==> src/rtl/tail_light_seq_pkg.sv <==
// Shared state encoding for the tail-light sequencer.
package tail_light_seq_pkg;

   typedef enum logic [1:0] {
      ST_IDLE = 2'd0,
      ST_LRUN = 2'd1,
      ST_RRUN = 2'd2,
      ST_HAZ  = 2'd3
   } state_t;

   // Counter width for a modulus of n, never below one bit.
   function automatic int cnt_width(input int n);
      return (n <= 1) ? 1 : $clog2(n);
   endfunction

endpackage

==> src/rtl/tail_light_seq_tick_div.sv <==
// Free-running divider: counts 0..DIV-1 and flags the terminal cycle as a tick.
module tick_div
   import tail_light_seq_pkg::*;
#(
   parameter int DIV = 4
) (
   input  logic clk,
   input  logic rst_n,
   output logic tick
);

   localparam int            W    = cnt_width(DIV);
   localparam logic [W-1:0]  LAST = W'(DIV - 1);

   logic [W-1:0] cnt_q;
   logic [W-1:0] cnt_d;

   // With DIV=1 the counter is stuck at 0 and every cycle ticks.
   always_comb begin
      tick  = (cnt_q == LAST);
      cnt_d = tick ? '0 : cnt_q + 1'b1;
   end

   always_ff @(posedge clk or negedge rst_n) begin
      if (!rst_n) begin
         cnt_q <= '0;
      end else begin
         cnt_q <= cnt_d;
      end
   end

endmodule

==> src/rtl/tail_light_seq.sv <==
// Tail-light sequencer: left/right thermometer fill runs and a hazard blink,
// all advancing only on divider ticks, with registered lamp outputs.
module tail_light_seq
   import tail_light_seq_pkg::*;
#(
   parameter int LAMPS    = 3,
   parameter int TICK_DIV = 4
) (
   input  logic             CLK,
   input  logic             RST_N,
   input  logic             LEFT,
   input  logic             RIGHT,
   input  logic             HAZARD,
   output logic [LAMPS-1:0] L,
   output logic [LAMPS-1:0] R,
   output logic             BUSY
);

   localparam int             SW        = $clog2(LAMPS + 1);
   localparam logic [SW-1:0]  STEP_ONE  = SW'(1);
   localparam logic [SW-1:0]  STEP_LAST = SW'(LAMPS);

   logic             tick;
   state_t           state_q, state_d;
   logic [SW-1:0]    step_q,  step_d;
   logic [LAMPS-1:0] l_q,     l_d;
   logic [LAMPS-1:0] r_q,     r_d;
   logic             busy_q,  busy_d;

   tick_div #(.DIV(TICK_DIV)) u_tick_div (
      .clk   (CLK),
      .rst_n (RST_N),
      .tick  (tick)
   );

   // Lamps lit from the inside out: the low n bits are set.
   function automatic logic [LAMPS-1:0] fill(input logic [SW-1:0] n);
      logic [LAMPS-1:0] v;
      v = '0;
      for (int i = 0; i < LAMPS; i++) begin
         v[i] = (i < int'(n));
      end
      return v;
   endfunction

   always_comb begin
      state_d = state_q;
      step_d  = step_q;
      l_d     = l_q;
      r_d     = r_q;
      if (tick) begin
         case (state_q)
            ST_IDLE: begin
               if (HAZARD || (LEFT && RIGHT)) begin
                  state_d = ST_HAZ;
                  l_d     = '1;
                  r_d     = '1;
               end else if (LEFT) begin
                  state_d = ST_LRUN;
                  step_d  = STEP_ONE;
                  l_d     = fill(STEP_ONE);
                  r_d     = '0;
               end else if (RIGHT) begin
                  state_d = ST_RRUN;
                  step_d  = STEP_ONE;
                  l_d     = '0;
                  r_d     = fill(STEP_ONE);
               end
            end
            ST_LRUN, ST_RRUN: begin
               // Hazard wins even on the final step of a run.
               if (HAZARD) begin
                  state_d = ST_HAZ;
                  step_d  = '0;
                  l_d     = '1;
                  r_d     = '1;
               end else if (step_q == STEP_LAST) begin
                  state_d = ST_IDLE;
                  step_d  = '0;
                  l_d     = '0;
                  r_d     = '0;
               end else begin
                  step_d = step_q + 1'b1;
                  if (state_q == ST_LRUN) begin
                     l_d = fill(step_d);
                  end else begin
                     r_d = fill(step_d);
                  end
               end
            end
            default: begin
               state_d = ST_IDLE;
               step_d  = '0;
               l_d     = '0;
               r_d     = '0;
            end
         endcase
      end
      busy_d = (state_d != ST_IDLE);
   end

   always_ff @(posedge CLK or negedge RST_N) begin
      if (!RST_N) begin
         state_q <= ST_IDLE;
         step_q  <= '0;
         l_q     <= '0;
         r_q     <= '0;
         busy_q  <= 1'b0;
      end else begin
         state_q <= state_d;
         step_q  <= step_d;
         l_q     <= l_d;
         r_q     <= r_d;
         busy_q  <= busy_d;
      end
   end

   assign L    = l_q;
   assign R    = r_q;
   assign BUSY = busy_q;

endmodule
==> config.mk <==
export PLATFORM = sky130hd
export DESIGN_NAME = tail_light_seq
export DESIGN_NICKNAME = d
export VERILOG_FILES = /design/src/rtl/tail_light_seq_pkg.sv /design/src/rtl/tail_light_seq_tick_div.sv /design/src/rtl/tail_light_seq.sv
export SDC_FILE = /design/constraint.sdc
export NUM_CORES = 1
export LEC_CHECK = 0
export ABC_AREA = 1
export ABC_CLOCK_PERIOD_IN_PS = 1500
export CORE_UTILIZATION = 46
export CTS_CLUSTER_SIZE = 28
export DETAILED_ROUTE_END_ITERATION = 10
export PLACE_DENSITY = 0.7
export SLEW_MARGIN = 20
export SYNTH_ARGS = -nofsm -noshare
export SYNTH_HDL_FRONTEND = slang
export SYNTH_SLANG_ARGS = --single-unit
==> constraint.sdc <==
create_clock -name CLK -period 1.5 [get_ports CLK]
set_clock_uncertainty 0.2 [all_clocks]
set_input_delay 0.225 -clock CLK [delete_from_list [all_inputs] [get_ports CLK]]
set_output_delay 0.225 -clock CLK [all_outputs]
set_load 0.01 [all_outputs]
==> results.json <==
{
  "synth_top_family_by_area": "simple AND/OR/NAND/NOR gates",
  "grt_pass1_wl_um": 3008,
  "cp_max_fo": 5,
  "fin_util_pct": 71.27,
  "clk_latency_ns": 0.27,
  "synth_cell_types": 14,
  "ys_warn_count": 0,
  "dr.pass1.iters": 4,
  "timing.slew.headroom_pct": 78.47,
  "p_leak_nw": 0.5947,
  "cts_tree": "yes",
  "fp.coreArea_mm2": 0.001559,
  "antenna_found_initial": 0,
  "synth_area_um2": 792.0,
  "grt_usage_pct": 21.75,
  "rows": 14,
  "met1Wirelength_um": 738,
  "cpMostUsedCell": "nand2_1",
  "path_cells": "ha_1 -> nor2_2 -> nand2_2 -> nand3_4 -> inv_2 -> nand2_1 -> nand2_1",
  "antenna_left": 0,
  "cts.sinks": 13,
  "path_delay_family": "simple AND/OR/NAND/NOR gates",
  "dp_hpwl_um": 1354,
  "ys_ff_latch": 13,
  "gp_congestion": 0.7985,
  "synth-simple-area-share_pct": 30.81,
  "crit_path_end_kind": "flip-flop",
  "setup_viol": 0,
  "fin_crit_sh_pct": 99.17,
  "run_status": "complete, no violations",
  "cp-start-kind": "flip-flop",
  "route.met3.wl_um": 60,
  "top_layer_used": "met4",
  "rr_startpoint": "step_q[0]$_DFFE_PN0P_",
  "drc": 0,
  "cp.arrival_ns": 1.45,
  "synth_xor_area_share_pct": 0,
  "timing.critical_path.buf_inv": 1,
  "multi_input_area_um2": 495.5,
  "h-tree-depth": 1,
  "finalHoldViolations": 0,
  "finish.net_count": 146,
  "cts-root-buf": "clkbuf_4",
  "viasPerCell": 4.912,
  "ctsHoldBuffers": 0,
  "synthMuxAreaShare_pct": 0,
  "synthAdderAreaFrac_pct": 12.64,
  "clkTransAtPathRegs_ns": 0.07,
  "seqCellArea_um2": 325.3,
  "ir_drop_mv": 1.342,
  "start_util_pct": 50.80,
  "critPathRequiredTime_ns": 1.47,
  "first_iter_violations": 9,
  "grt_max_degree": 14,
  "die-height_um": 43.50,
  "min_period_ns": 1.487,
  "cts_buffer_depth": 2,
  "grt-ovfl-total": 0,
  "cpMaxStageDelayCell": "dfrtp_1",
  "whs_ns": 0.05624,
  "power_density_mw_per_mm2": 1955,
  "met2WireLength_um": 950,
  "route.final.wire_length_um": 1781,
  "tightest_slew_ns": 0.3196,
  "drv_slew": 0,
  "crit_type": "flip-flop to flip-flop",
  "dieArea_mm2": 0.001892,
  "ys_seq_area_share_pct": 41.07,
  "io_pins": 12,
  "synthCells": 106,
  "avgSynthCellArea_um2": 7.472,
  "drive_gt1_share_pct": 32.58,
  "cp-startpoint": "step_q[0]$_DFFE_PN0P_",
  "min-delay-path-class": "primary input to async pin",
  "port_buffers": 11,
  "grt_setup_unrepaired": "yes",
  "fillers": 138,
  "antenna_cells": 0,
  "cts_buffers": 3,
  "p_total_mw": 2.172,
  "max_freq_ghz": 0.6723,
  "syn_nets": 119,
  "fp.dieW_um": 43.50,
  "maxCapViolations": 0,
  "routed-via-count": 727,
  "cpPeakStageDelay_ns": 0.41,
  "avgRoutedWirePerCell_um": 12.03,
  "syn_to_final_growth_pct": 40.28,
  "grt_pass1_vias": 742,
  "synth-compound-area-share_pct": 7.899
}
## path summary, 6_finish.rpt
| path | to | slack [ns] | cells past startpoint |
|---|---|---|---|
| max in group asynchronous | R[0]$_DFFE_PN0P_ | 0.88 | 2 |
| min in group CLK | u_tick_div.cnt_q[0]$_DFF_PN0_ | 0.24 | 1 |
| max reg2reg | R[1]$_DFFE_PN0P_ | 0.01 | 7 |
| min | step_q[0]$_DFFE_PN0P_ | 0.06 | 2 |
| max | R[1]$_DFFE_PN0P_ | 0.01 | 7 |
| min reg2reg | u_tick_div.cnt_q[0]$_DFF_PN0_ | 0.24 | 1 |
## through the flow
stage          cell area [um2]  cells  setup WS, ns  TNS, ns
2_1_floorplan            804.5    106       0.01483        0
3_3_place_gp              1002    142       -0.1682   -1.259
3_5_place_dp              1002    142       -0.1834   -1.599
4_1_cts                   1071    147     0.0006168        0
5_1_grt                   1111    148      -0.07468  -0.4708
6_report                  1111    148       0.01251        0
## worst reg2reg max path: stages, from the launching register on
cell,delay [ns]
dfrtp_1,0.41
ha_1,0.24
nor2_2,0.17
nand2_2,0.09
nand3_4,0.12
inv_2,0.05
nand2_1,0.05
nand2_1,0.04
## power breakdown
part	switching [mW]	internal, mW	total, mW
Clock	0.104	0.103	0.207
Combinational	0.744	0.643	1.39
Sequential	0.0880	0.490	0.578
Total	0.935	1.24	2.17
## flip-flops by register name, indices dropped and copies added, names as in the netlist
register,cells
state_q,2
BUSY,1
L,3
R,3
step_q,2
u_tick_div.cnt_q,2
## per-layer routing
metal	GRT usage (%)	vias up
li1	-	377
met1	23.20	336
met2	39.70	10
met3	6.667	4
met4	8.750	0
met5	0	-
## layout make-up
type                       count  area share [%]
multi-input combinational     77           44.59
sequential                    13           29.28
timing repair buffer          22           16.55
inverter                      16           5.405
clock buffer                   4           2.365
tap                           16           1.802
## cell usage in the layout, fill, tap and decap left out
cell type,n
a21oi_2,4
buf_4,11
clkbuf_1,1
clkbuf_4,3
clkdlybuf4s50_1,4
dfrtp_1,13
dlygate4sd2_1,7
ha_1,5
ha_2,1
ha_4,2
inv_1,9
inv_2,7
nand2_1,31
nand2_2,7
nand2_4,2
nand3_1,3
nand3_4,2
nor2_1,10
nor2_2,2
nor2_4,1
o21ai_0,2
o21ai_1,4
o21ai_2,1
## repair_timing
action	CTS	global route
setup endpoints to repair	15	11
pin swaps	5	11
gates resized for setup	19	13
buffers inserted	1	1
## cell usage after synthesis
cell	n	area share, %
dfrtp_1	13	41
a21oi_2	2	2.2
a21oi_1	2	1.3
nand2_1	37	18
nand3_2	2	2.5
o21ai_1	2	1.3
nand2_2	3	2.4
o21ai_0	5	3.2
ha_1	8	13
nand3_1	3	1.9
nor2_1	12	5.7
nor2_2	1	0.79
inv_2	3	1.4
inv_1	13	6.2
## kinds of logic after synthesis
kind of cell | count (synthesis)
adders and majority gates | 8
and+or+nand+nor | 58
buffers and inverters | 16
AOI/OAI and AO/OA | 11
DFF | 13
Power figures use the tool's default switching activity.
==> variant (same settings) <==
Reset style: synchronous (`RST_N` and `rst_n`), changed in 2 clocked blocks.
--- a/src/rtl/tail_light_seq_tick_div.sv
+++ b/src/rtl/tail_light_seq_tick_div.sv
@@ -23,3 +23,3 @@
 
-   always_ff @(posedge clk or negedge rst_n) begin
+   always_ff @(posedge clk) begin
       if (!rst_n) begin
--- a/src/rtl/tail_light_seq.sv
+++ b/src/rtl/tail_light_seq.sv
@@ -101,3 +101,3 @@
 
-   always_ff @(posedge CLK or negedge RST_N) begin
+   always_ff @(posedge CLK) begin
       if (!RST_N) begin
Behaviour: differs if RST_N is asserted again (counterexample within 10 cycles, from zero or initial values and one cycle with RST_N low); with RST_N held inactive, the same outputs for 10 cycles.
==> variant against the original RTL <==
Wire length rose by 12%; design area rose by 3.0%; count of clock-buffer cells in the layout did not move; setup slack got worse by 0.0059 ns; largest cell class unchanged; highest routed layer unchanged; sequential cell count did not move; area after synthesis rose by 3.0%; critical path type unchanged; critical path depth rose by 2.
Power is not compared: it rests on default switching activity, and its combinational part moved more than twofold at a synthesized area within 25%.
==> variant: results <==
timing:
  final.min_clock_period_ns: 1.493
  slew_headroom_pct: 87.87
detailed_routing:
  via_per_inst: 4.908
  dr.pass1.iters: 6
  vias: 849
  routed_wl_um: 2001
  drtIter0Drc: 18
placed_design:
  dp_slack_ns: -0.2347
  dpl.hpwl_um: 1440
  dp.cells: 167
  gp_congestion: 0.7931
yosys:
  synth.area.top_cells: "dfxtp_1 32%, nand2_1 17%, ha_1 12%"
  ys_top_cells_by_count: "38 x nand2_1, 23 x nor2_1, 21 x inv_1"
  synthArstFlopShare_pct: 0
  synth.distinct_cells: 13
  avgSynthCellArea_um2: 6.324
  synth-seq-area-share_pct: 31.90
  synth_nets: 142
finish:
  drive_gt1_share_pct: 28.03
floorplan:
  placeableCoreArea_um2: 1577
critical_path:
  r2r-end: "L[1]$_SDFFE_PN0P_"
  crit_slowest_cell: "dfxtp_2"
  r2r_cells: 9
  cpPeakStageDelay_ns: 0.33
  crit_fanout: 3
  worstPathArrival_ns: 1.48
global_route:
  grt_pass1_vias: 749
  grt_max_degree: 9
  grt_pass1_wl_um: 3187
  track_usage_pct: 22.06
outcome:
  run_status: "finished clean"
pwr:
  combPwrFrac_pct: 30.9
variant: cell types whose count changed after synthesis, sizes merged:
cell,delta
nand2,-1
a21oi,+2
dfrtp,-13
dfxtp,+13
o21ai,-1
inv,+6
nand3,+4
buf,+1
nor2,+12
variant: worst min-delay path by stage:
stage                     slack [ns]                            from                             end
after floorplan                 0.20  u_tick_div.cnt_q[0]$_SDFF_PP0_  u_tick_div.cnt_q[0]$_SDFF_PP0_
after global placement          0.20  u_tick_div.cnt_q[0]$_SDFF_PP0_  u_tick_div.cnt_q[0]$_SDFF_PP0_
after detailed placement        0.21  u_tick_div.cnt_q[0]$_SDFF_PP0_  u_tick_div.cnt_q[0]$_SDFF_PP0_
after CTS                       0.22  u_tick_div.cnt_q[0]$_SDFF_PP0_  u_tick_div.cnt_q[0]$_SDFF_PP0_
after global routing            0.25  u_tick_div.cnt_q[0]$_SDFF_PP0_  u_tick_div.cnt_q[0]$_SDFF_PP0_
final                           0.22  u_tick_div.cnt_q[0]$_SDFF_PP0_  u_tick_div.cnt_q[0]$_SDFF_PP0_
variant: through the flow:
step / TNS, ns / area (µm²) / total power, mW
after global placement: -1.350 / 1031 / 0.6232
after floorplan: 0 / 815.8 / 0.5262
after detailed placement: -2.015 / 1031 / 0.6300
after global routing: -0.1163 / 1145 / 0.9278
after CTS: 0 / 1076 / 0.8535
final: 0 / 1145 / 0.8731
variant: layout make-up:
cell class                 count  area, µm²  share of cell area, %
inverter                      22      82.58                  7.213
tap                           16      20.02                  1.749
sequential                    13      265.3                  23.17
clock buffer                   4      26.28                  2.295
timing repair buffer          25      209.0                  18.25
multi-input combinational     93      541.8                  47.32
variant: power groups by stage:
stage	logic, mW	clock network (mW)	registers, mW
3_5_place_dp	0.240	0	0.390
4_1_cts	0.246	0.225	0.382
3_3_place_gp	0.233	0	0.390
2_1_floorplan	0.129	0	0.397
6_report	0.269	0.220	0.383
5_1_grt	0.302	0.240	0.386
variant: kinds of logic (layout without fill, tap and decap cells):
group / after synthesis / in the layout / share of synthesized area (%)
AOI/OAI and AO/OA: 12 / 12 / 7.362
adders and majority gates: 8 / 8 / 12.27
buffers and inverters: 23 / 51 / 10.74
DFF: 13 / 13 / 31.90
and+or+nand+nor: 73 / 73 / 37.73
variant: repair_timing:
action,4_1_cts,5_1_grt
gates resized for setup,14,20
pin swaps,1,8
setup buffers,0,2
endpoints found under the setup margin,15,11
variant: layer usage:
metal | share of wire (%) | global-route usage, % | vias to the layer above
met4 | 1.3 | 1.818 | 0
met5 | 0 | 0 | -
met1 | 44 | 26.13 | 385
met2 | 52 | 40.88 | 10
met3 | 2.7 | 6.122 | 4
li1 | - | - | 450
